File: src/rtl/decode_pkg.sv
// Shared constants, field positions and the decoded output bundle
// for the decode stage.
package decode_pkg;

  localparam int DATA_W = 16;
  localparam int IMM_W  = 5;
  localparam int NREGS  = 8;
  localparam int REG_W  = 3;
  localparam int OPC_W  = 4;

  localparam logic [OPC_W-1:0] OP_NOP = 4'h0;
  localparam logic [OPC_W-1:0] OP_BR  = 4'hC;

  localparam int OPC_LSB  = 12;
  localparam int IMMF_BIT = 11;
  localparam int RD_LSB   = 8;
  localparam int RS1_LSB  = 5;
  localparam int RS2_LSB  = 2;
  localparam int IMM_LSB  = 0;
  localparam int BOFF_W   = 12;

  localparam logic [DATA_W-1:0] REG_PAT = 16'h1111;

  typedef struct packed {
    logic [IMM_W-1:0]  imm;
    logic [OPC_W-1:0]  opcode;
    logic [DATA_W-1:0] branch_target;
    logic [DATA_W-1:0] op1;
    logic [DATA_W-1:0] op2;
  } dec_out_t;

  function automatic logic [DATA_W-1:0] sext_imm(
    input logic [IMM_W-1:0] v
  );
    return {{(DATA_W-IMM_W){v[IMM_W-1]}}, v};
  endfunction

endpackage

File: src/rtl/decode_if.sv
// Fetch-to-decode control/instruction inputs and the
// registered decode results.
interface decode_if
  import decode_pkg::*;
();

  logic              stall;
  logic              is_branch_taken;
  logic [DATA_W-1:0] instr;
  logic [IMM_W-1:0]  imm;
  logic [OPC_W-1:0]  opcode;
  logic [DATA_W-1:0] branch_target;
  logic [DATA_W-1:0] op1;
  logic [DATA_W-1:0] op2;

  modport master (
    output stall, is_branch_taken, instr,
    input  imm, opcode, branch_target, op1, op2
  );

  modport slave (
    input  stall, is_branch_taken, instr,
    output imm, opcode, branch_target, op1, op2
  );

endinterface

File: src/rtl/decode_regfile.sv
// Read-only register array with fixed contents R[i] = i * 16'h1111
// and two combinational read ports.
module decode_regfile
  import decode_pkg::*;
(
  input  logic [REG_W-1:0]  rs1_i,
  input  logic [REG_W-1:0]  rs2_i,
  output logic [DATA_W-1:0] rd1_o,
  output logic [DATA_W-1:0] rd2_o
);

  logic [DATA_W-1:0] regs [NREGS];

  // Constant register contents.
  always_comb begin
    for (int i = 0; i < NREGS; i++) begin
      regs[i] = DATA_W'(i) * REG_PAT;
    end
  end

  // Two asynchronous read ports.
  always_comb begin
    rd1_o = regs[rs1_i];
    rd2_o = regs[rs2_i];
  end

endmodule

File: src/rtl/decode_unit.sv
// Instruction decode stage: field extraction, operand read and
// branch target, all behind one output register.
module decode_unit
  import decode_pkg::*;
(
  input  logic    clk,
  input  logic    reset,
  decode_if.slave bus
);

  logic [OPC_W-1:0]  opc;
  logic              immf;
  logic [REG_W-1:0]  rs1;
  logic [REG_W-1:0]  rs2;
  logic [IMM_W-1:0]  immv;
  logic [DATA_W-1:0] rd1;
  logic [DATA_W-1:0] rd2;
  dec_out_t          dec;
  dec_out_t          out_d;
  dec_out_t          out_q;

  assign opc  = bus.instr[OPC_LSB +: OPC_W];
  assign immf = bus.instr[IMMF_BIT];
  assign rs1  = bus.instr[RS1_LSB +: REG_W];
  assign rs2  = bus.instr[RS2_LSB +: REG_W];
  assign immv = bus.instr[IMM_LSB +: IMM_W];

  decode_regfile u_rf (
    .rs1_i (rs1),
    .rs2_i (rs2),
    .rd1_o (rd1),
    .rd2_o (rd2)
  );

  // Decode the current instruction word.
  always_comb begin
    dec = '0;
    unique case (1'b1)
      (opc == OP_NOP): begin
        dec = '0;
      end
      (opc == OP_BR): begin
        dec.opcode        = opc;
        dec.branch_target = {
          {(DATA_W-BOFF_W){bus.instr[BOFF_W-1]}},
          bus.instr[BOFF_W-1:0]
        };
      end
      default: begin
        dec.opcode = opc;
        dec.op1    = rd1;
        dec.op2    = immf ? sext_imm(immv) : rd2;
        dec.imm    = immf ? immv : '0;
      end
    endcase
  end

  // Flush beats stall; stall holds the previous decode.
  always_comb begin
    out_d = out_q;
    if (bus.is_branch_taken) begin
      out_d = '0;
    end else if (!bus.stall) begin
      out_d = dec;
    end
  end

  // Output register with synchronous reset.
  always_ff @(posedge clk) begin
    if (reset) begin
      out_q <= '0;
    end else begin
      out_q <= out_d;
    end
  end

  assign bus.imm           = out_q.imm;
  assign bus.opcode        = out_q.opcode;
  assign bus.branch_target = out_q.branch_target;
  assign bus.op1           = out_q.op1;
  assign bus.op2           = out_q.op2;

endmodule

File: src/flat_wrapper.sv
// flat-port wrapper written by rule: the top's interface ports become plain ports
module decode_unit_flat import decode_pkg::*;
  (clk, reset, bus_stall, bus_is_branch_taken, bus_instr, bus_imm, bus_opcode, bus_branch_target, bus_op1, bus_op2);
  decode_if bus_i ();
  input  logic clk;
  input  logic reset;
  input wire logic [$bits(bus_i.stall)-1:0] bus_stall;
  input wire logic [$bits(bus_i.is_branch_taken)-1:0] bus_is_branch_taken;
  input wire logic [$bits(bus_i.instr)-1:0] bus_instr;
  output wire logic [$bits(bus_i.imm)-1:0] bus_imm;
  output wire logic [$bits(bus_i.opcode)-1:0] bus_opcode;
  output wire logic [$bits(bus_i.branch_target)-1:0] bus_branch_target;
  output wire logic [$bits(bus_i.op1)-1:0] bus_op1;
  output wire logic [$bits(bus_i.op2)-1:0] bus_op2;
  assign bus_i.stall = bus_stall;
  assign bus_i.is_branch_taken = bus_is_branch_taken;
  assign bus_i.instr = bus_instr;
  assign bus_imm = bus_i.imm;
  assign bus_opcode = bus_i.opcode;
  assign bus_branch_target = bus_i.branch_target;
  assign bus_op1 = bus_i.op1;
  assign bus_op2 = bus_i.op2;
  decode_unit u_core (.clk(clk), .reset(reset), .bus(bus_i));
endmodule
File: config.mk
export PLATFORM = sky130hd
export DESIGN_NAME = decode_unit_flat
export DESIGN_NICKNAME = d
export VERILOG_FILES = /design/src/rtl/decode_pkg.sv /design/src/rtl/decode_if.sv /design/src/rtl/decode_regfile.sv /design/src/rtl/decode_unit.sv /design/src/flat_wrapper.sv
export SDC_FILE = /design/constraint.sdc
export NUM_CORES = 1
export LEC_CHECK = 0
export ABC_AREA = 1
export CORE_AREA = 2 2 77 72
export CTS_CLUSTER_SIZE = 24
export DETAILED_ROUTE_END_ITERATION = 6
export DIE_AREA = 0 0 79 74
export PLACE_DENSITY = 0.84
export SETUP_SLACK_MARGIN = 0.2
export SKIP_CTS_REPAIR_TIMING = 1
export SYNTH_ARGS = -nofsm -noshare
export SYNTH_HDL_FRONTEND = slang
export SYNTH_HIERARCHICAL = 1
export SYNTH_SLANG_ARGS = --single-unit
File: constraint.sdc
create_clock -name clk -period 1.83 [get_ports clk]
set_input_delay 0.366 -clock clk [delete_from_list [all_inputs] [get_ports clk]]
set_output_delay 0.366 -clock clk [all_outputs]
set_load 0.05 [all_outputs]
# After elaboration in Yosys (flattened, before gate mapping)
# Memory sizes are Yosys's and may differ from the RTL's.
# Cells that the tools add are included.
classes:
  add_sub_neg: 0
  multipliers: 0
  n_div: 0
  magnitude_cmp: 2
  eq_ne: 1
  n_shift: 0
  muxes: 10
  bitwise: 2
  reduce_logical: 3
ops:
  columns: ["operator", "n"]
  rows:
  - ["$mux W16", 6]
  - ["$mux W32", 1]
  - ["$mux W5", 2]
  - ["$ge A4 B4 Y1 const B", 2]
  - ["$not A3 Y4", 2]
  - ["$eq A4 B4 Y1 const B", 1]
  - ["$logic_not A4 Y1", 1]
  - ["$mux W4", 1]
  - ["$reduce_or A2 Y1", 2]
totals:
  ff_bits: 57
  latch_bits: 0
  mem_bits_rw: 0
  mem_bits_ro: 256
  inputBits: 20
  out_inout_bits: 57
  elab_cells: 25
  n_memories: 2
memory_table:
  columns: ["name", "depth", "width", "rd", "rd_clocked_by_memory_dff", "wr", "line_no", "text"]
  rows:
  - ["(no name shown)", 8, 16, 1, 0, 0, "decode_regfile.sv:24", "rd2_o = regs[rs2_i];"]
  - ["(no name shown)", 8, 16, 1, 0, 0, "decode_regfile.sv:23", "rd1_o = regs[rs1_i];"]

# Depth between registers and ports, before layout
# Gate-level depths: netlist of the first run.
logic_depth:
  depth_word: 6
  depth_mapped: 7
  depth_no_buf: 6

# Cells and area by module
# Netlist of the first run, hierarchy kept.
modules_own_cells:
  columns: ["module", "n_inst", "cells_per_inst", "area_each_um2", "seq_area_each_um2"]
  rows:
  - ["decode_unit", 1, 294, 2217.1, 1061.0]
  - ["decode_regfile", 1, 33, 244.0, 0.0]

# Worst setup path after synthesis of the first run
# Ideal clock, no wire load.
synth_timing:
  path_type: "flip-flop to output port"
  startpoint: "reg u_core/bus.branch_target[14] (netlist name)"
  endpoint: "out bus_branch_target[12]"
  arrival_time_ns: 0.968
  t_required_ns: 1.464
  slack_ns: 0.496
  stages_incl_launch_ff: 2
  n_path_buf: 1
  cell_sequence: "dfxtp_1 buf_4"
synth_lines:
  columns: ["element", "line_no", "text"]
  rows:
  - ["to (decl)", "flat_wrapper.sv:12", "output wire logic [$bits(bus_i.branch_target)-1:0] bus_branch_target;"]

==> results of run 1 <==
synth_stat cells:
cell      number  area [sq um]
a21oi_1       39           195
a21oi_2        9          78.8
buf_1          1          3.75
buf_2          4          20.0
buf_4         37           278
buf_6          8          90.1
clkbuf_1       6          22.5
conb_1         1          3.75
dfxtp_1       53          1060
inv_1          9          33.8
inv_2          1          3.75
nand2_1      104           390
nand2_2        1          6.26
nand3_1        4          20.0
nand3_2        1          10.0
nand4_1        5          31.3
nor2_1        16          60.1
nor2_4         2          22.5
nor3_1         1          5.00
o21ai_0       22           110
o21ai_1        3          15.0
report_power, final:
part           switching (W)  internal (W)
combinational       0.000303      0.000150
sequential         0.0000189       0.00119
clock               0.000396      0.000410
metal layers:
metal	GRT usage (%)	share of wire (%)	routed length [um]	vias up
met3	5.70	7.9	434	8
met2	32.2	48	2650	77
met4	7.09	1.6	88	0
li1	-	-	-	1083
met5	0	0	0	-
met1	23.3	43	2350	958
cells by family (layout without fill, tap and decap cells):
| family | after synthesis | count (layout) | synth area share (%) |
|---|---|---|---|
| other | 1 | 8 | 0.152 |
| AO/OA/AOI/OAI | 73 | 73 | 16.2 |
| buffers and inverters | 66 | 102 | 18.4 |
| AND/OR/NAND/NOR | 134 | 134 | 22.2 |
| flip-flops | 53 | 53 | 43.1 |
critical path: cells and delay by family:
| kind | cells | cell delay (ns) |
|---|---|---|
| compound gates | 1 | 0.13 |
| buf+inv | 2 | 0.76 |
| simple gates | 3 | 0.44 |
through the flow:
| step | instance area [sq um] | setup slack, ns |
|---|---|---|
| 6_report | 3030 | 0.362 |
| 5_1_grt | 3030 | 0.207 |
| 4_1_cts | 3000 | -0.0158 |
| 3_5_place_dp | 2890 | -0.0167 |
| 3_3_place_gp | 2890 | 0.0608 |
| 2_1_floorplan | 2490 | 0.496 |
registers in the layout (all words and copies together) (netlist names):
signal and count:
u_core/bus.opcode 4, u_core/bus.op2 16, u_core/bus.op1 16, u_core/bus.branch_target 12
u_core/bus.imm 5
area by class of cell:
cell class / count / area, sq um / share of cell area [%]
well taps: 67 / 83.8 / 2.76
flip-flops and latches: 53 / 1060 / 35.0
multi-input cells: 215 / 975 / 32.1
inverters: 10 / 40.0 / 1.32
clock inverters: 3 / 46.3 / 1.53
repair buffers: 84 / 758 / 25.0
clock buffers: 5 / 68.8 / 2.27
how the worst max path moves through the flow:
stage | slack [ns] | from | end | cells after the start
finish | 0.36 | bus_stall | u_core/bus.op2[15] | 6
global route | 0.21 | bus_stall | u_core/bus.op2[5] | 6
CTS | -0.02 | u_core/bus.op1[3] | bus_op1[3] | 1
detailed placement | -0.02 | bus_stall | u_core/bus.op2[4] | 6
global placement | 0.06 | bus_stall | u_core/bus.op2[8] | 6
floorplan | 0.50 | u_core/bus.branch_target[14] | bus_branch_target[12] | 1
placed cells by master (no fill, tap or decap):
master,Yosys,routed
nand2_1,104,104
dfxtp_1,53,53
buf_4,37,52
a21oi_1,39,39
o21ai_0,22,22
clkdlybuf4s50_1,0,19
nor2_1,16,16
dlymetal6s2s_1,0,11
inv_1,9,9
a21oi_2,9,9
conb_1,1,8
clkbuf_8,0,5
nand4_1,5,5
nand3_1,4,4
o21ai_1,3,3
nor2_4,2,2
buf_12,0,2
clkinvlp_4,0,1
clkinv_4,0,1
bufinv_16,0,1
nor3_1,1,1
inv_4,0,1
nand2_2,1,1
nand3_2,1,1
==> summary.txt, run 1 <==
Placement
  • Placed cells: about 430
  • Post-DP HPWL: between 3000 and 4000 um
  • Placer Congestion: 0.778
  • Port buffer count: 76

Yosys
  • Mean Syn Cell Area: 7.53 sq um
  • Post-Synthesis Cell Area: approximately 0.0025 sq mm
  • Distinct cells, synth: 21
  • Post-synthesis cell count: 327
  • Yosys reg bits: 53
  • Sequential share of the synthesized area: a little over two fifths
  • Synth warn: 6

STA
  • Minimum clock period: 1.47 ns
  • Max Freq: 681 MHz
  • Final hold violation count: 0
  • Fin. max-slew vios: 0
  • Clock skew: 0 ns
  • Tightest Pin Transition: a little over 0.5 ns
  • Final setup viols: 0
  • Setup TNS: 0 ns
  • Unrepaired setup endpoints after global routing: no
  • Worst slew margin: about 66%
  • Tcrit/Tclk final: 80.2%
  • Final Hold Slack: 0.468 ns

Floorplanning
  • Core Rows: 25
  • Chip width: 79 um
  • Core area: about 0.005 sq mm
  • Ports: 77
  • Die area: ~0.0058 sq mm
  • Die Span Y: between 70 and 80 um
  • Initial core utilization: 48.6%

Run
  • Max cap viols: 0

Finish
  • Number of diodes: 0
  • Area Overhead vs Synth: 23.2%
  • Nets: between 300 and 400
  • Layout Cells excl Fill: around 440
  • Filler instances: between 400 and 500
  • Layout cell share with drive strength beyond 1: between 20 and 25%
  • Final Core Density: 59.9%

Route
  • Post-DRT Antenna Nets: 0
  • Avg Vias per Cell: slightly below 5
  • DRC viols: 0
  • Drt first pass iters: 4
  • WL final: around 5500 um
  • Vias: 2126
  • Number of DRC markers in iteration 0: approximately 170
  • Routed len/inst: between 10 and 15 um

Setup path
  • Crit. End Element: register
  • Max incr delay on CP: about 0.54 ns
  • Crit-path slowest cell: clkdlybuf4s50_1
  • Required @ worst endpoint: between 2 and 2.5 ns
  • Worst path cell trace: clkdlybuf4s50_1 -> inv_4 -> nand3_2 -> nand2_1 -> nand2_1 -> a21oi_1
  • Startpoint types: input pin
  • Worst r2r path cells: 2
  • R2r endpoint: u_core/bus.branch_target[14]
  • Worst R2R Start: u_core/bus.branch_target[14]
  • Reg2reg setup slack: between 1 and 1.5 ns
  • Most used cell, CP: nand2_1
  • WS Path Type: input pin to register
  • Worst path arrival time: ~1.7 ns
  • CP max FO: 15

Global routing
  • Largest net degree at the start of global routing: between 40 and 50
  • First-pass GRT wire length: roughly 9000 um
  • Congestion Overflow GR: 0
  • Initial antenna violation count: 0
  • Vias in the first global route: between 1.5k and 2k
  • GRT Overall Usage: between 10% and 20%

Min path
  • Worst hold endpoint: u_core/bus.opcode[1]
  • Hold WC Path Type: register to register
  • Hold path start: u_core/bus.opcode[1]
  • Hold Path Stages: 2

Power and ir drop
  • Maximum VDD drop: approximately 400 uV
  • Total power draw: roughly 0.0025 W
  • Pwr/cell area: between 800 and 900 mW/mm^2
  • Leakage: between 1.5 and 2 nW

Clocking
  • CTS root buf: clkbuf_8
  • CTS buffer count: 5
  • CTS tree: yes
  • H-tree depth: 2
  • CTS max path bufs: 2
  • Worst-skew pair later-pin latency: approximately 0.3 ns
  • Clock transition at path regs: about 0.1 ns
  • Num Clock Sinks: 53

Outcome
  • Outcome: finished clean
Power figures use the tool's default switching activity.
==> run 2, diff against run 1 <==
--- a/config.mk
+++ b/config.mk
@@ -6,11 +6,11 @@
 export NUM_CORES = 1
 export LEC_CHECK = 0
 export ABC_AREA = 1
-export CORE_AREA = 2 2 77 72
+export CORE_AREA = 2 2 83 77
 export CTS_CLUSTER_SIZE = 24
 export DETAILED_ROUTE_END_ITERATION = 6
-export DIE_AREA = 0 0 79 74
-export PLACE_DENSITY = 0.84
+export DIE_AREA = 0 0 85 79
+export PLACE_DENSITY = 0.77
 export SETUP_SLACK_MARGIN = 0.2
 export SKIP_CTS_REPAIR_TIMING = 1
 export SYNTH_ARGS = -nofsm -noshare
==> constraint.sdc (replaced) <==
create_clock -name clk -period 1.3 [get_ports clk]
set_input_delay 0.26 -clock clk [delete_from_list [all_inputs] [get_ports clk]]
set_output_delay 0.26 -clock clk [all_outputs]
set_load 0.05 [all_outputs]
==> run 2 against run 1 <==
Power grew 60%. Flip-flop and latch count is the same. Via count increased by 13%. Critical path depth is 5 lower. Clock-buffer cell count stayed put. Critical endpoint is now bus_branch_target[14]. Highest routed layer unchanged.
==> summary.txt, run 2 (same netlist as run 1, synthesis figures left out) <==
Route
  • Avg Vias per Cell: slightly above 5
  • Routed len/inst: between 15 and 20 um
  • Drt first pass iters: 5
  • Number of DRC markers in iteration 0: between 150 and 200
  • DRC viols: 0
  • Post-DRT Antenna Nets: 0
  • Vias: about 2.4k
  • WL final: around 7000 um

Finish
  • Final Core Density: between 70% and 80%
  • Area of the multi-input gates: 0.00104 sq mm
  • Area Overhead vs Synth: 68.4%
  • Layout Cells excl Fill: 470
  • Nets: 417
  • Commonest non-fill, non-tap cells in the layout: nand2_1, buf_12, dfxtp_2
  • Number of diodes: 0
  • Most common cell after layout, fill and taps aside: nand2_1
  • Layout cell share with drive strength beyond 1: 44.7%
  • Filler instances: 400
  • Storage cell area: around 0.0011 sq mm

Setup path
  • Worst path cell trace: buf_12
  • Crit path buffers/inverters: 1
  • CP max FO: 6
  • Top delay family on crit path: flip-flops
  • Startpoint types: register
  • Required @ worst endpoint: 1.04 ns
  • Crit. End Element: output port
  • Crit-path slowest cell: dfxtp_4
  • WS Path Type: register to output port
  • Worst path arrival time: 0.93 ns
  • Max incr delay on CP: roughly 0.45 ns

Clocking
  • Worst-skew pair later-pin latency: between 0.3 and 0.4 ns
  • Num Clock Sinks: 53
  • CTS tree: yes
  • CTS root buf: clkbuf_8
  • CTS max path bufs: 2
  • Clock transition at path regs: roughly 0.1 ns
  • H-tree depth: 2
  • CTS buffer count: 5

Global routing
  • GRT Overall Usage: ~18%
  • Initial antenna violation count: 0
  • Largest net degree at the start of global routing: 46
  • Congestion Overflow GR: 0
  • First-pass GRT wire length: slightly below 10000 um
  • Vias in the first global route: around 2.1k

Floorplanning
  • Chip width: roughly 85 um
  • Initial core utilization: 41.6%
  • Core Rows: 27
  • Ports: 77
  • Die area: 0.00672 sq mm
  • Die Span Y: slightly below 80 um
  • Core area: 0.00591 sq mm

Placement
  • Placed cells: ~450
  • Post-DP HPWL: around 4400 um
  • Pre-CTS setup slack: -0.281 ns
  • Port buffer count: 76
  • Placer Congestion: roughly 0.80

STA
  • Max Freq: around 840 MHz
  • Worst setup margin: roughly 0.11 ns
  • Fin. max-slew vios: 0
  • Setup TNS: 0 ns
  • Unrepaired setup endpoints after global routing: yes
  • Clock skew: 0 ns
  • Final setup viols: 0
  • Tcrit/Tclk final: roughly nine tenths
  • Final hold violation count: 0
  • Minimum clock period: between 1 and 1.5 ns

Power and ir drop
  • Maximum VDD drop: ~700 uV
  • Leakage: about 1.8 nW
  • Pwr/cell area: about 950 mW/mm^2

Run
  • Max cap viols: 0

Outcome
  • Outcome: finished clean

Min path
  • Hold WC Path Type: input pin to register
[run 2: changes by cell type in the layout (fill, tap and decap cells not counted), moves of 3 or more]
cell / change
buf_12: +59
dfxtp_1: -53
dfxtp_2: +50
buf_4: -28
clkdlybuf4s50_1: -7
a21oi_1: -4
a21oi_2: +4
dlymetal6s2s_1: -4
buf_6: +3
dfxtp_4: +3
[run 2: through the flow]
stage | cell area (sq um) | power (W) | hold slack (ns)
global route | 4150 | 0.00409 | 0.310
finish | 4150 | 0.00396 | 0.309
floorplan | 2490 | 0.00224 | 0.401
global placement | 3690 | 0.00256 | 0.490
detailed placement | 3690 | 0.00257 | 0.494
CTS | 3820 | 0.00387 | 0.508
[run 2: where the power goes]
part	switching [W]	internal [W]
clock network	0.000560	0.000765
registers	0.0000589	0.00168
logic	0.000482	0.000411
[run 2: routing by layer]
metal,wire [um],GRT usage [%],vias up,share of wire [%]
li1,-,-,1146,-
met1,2860,21.4,1129,40
met2,3670,31.9,110,51
met3,494,4.37,18,6.9
met4,170,6.67,0,2.4
met5,0,0,-,0
[run 2: cell type report]
cell class,instances,share of cell area [%]
clock buffers,5,1.66
flip-flops and latches,53,27.4
well taps,72,2.17
multi-input cells,217,25.1
repair buffers,110,41.2
clock inverters,3,1.57
inverters,10,0.966
[run 2: worst min-delay path, stage by stage]
cell	delay, ns
dlymetal6s2s_1	0.18
nand2_1	0.09
a21oi_1	0.05
[run 2: final timing paths]
path | startpoint | to | slack [ns] | depth (start not counted)
setup / recovery | u_core/bus.branch_target[14] | bus_branch_target[14] | 0.11 | 1
hold reg to reg | u_core/bus.op2[3] | u_core/bus.op2[3] | 0.49 | 2
hold / removal | bus_instr[12] | u_core/bus.opcode[0] | 0.31 | 3
setup reg to reg | u_core/bus.branch_target[10] | u_core/bus.branch_target[10] | 0.40 | 5
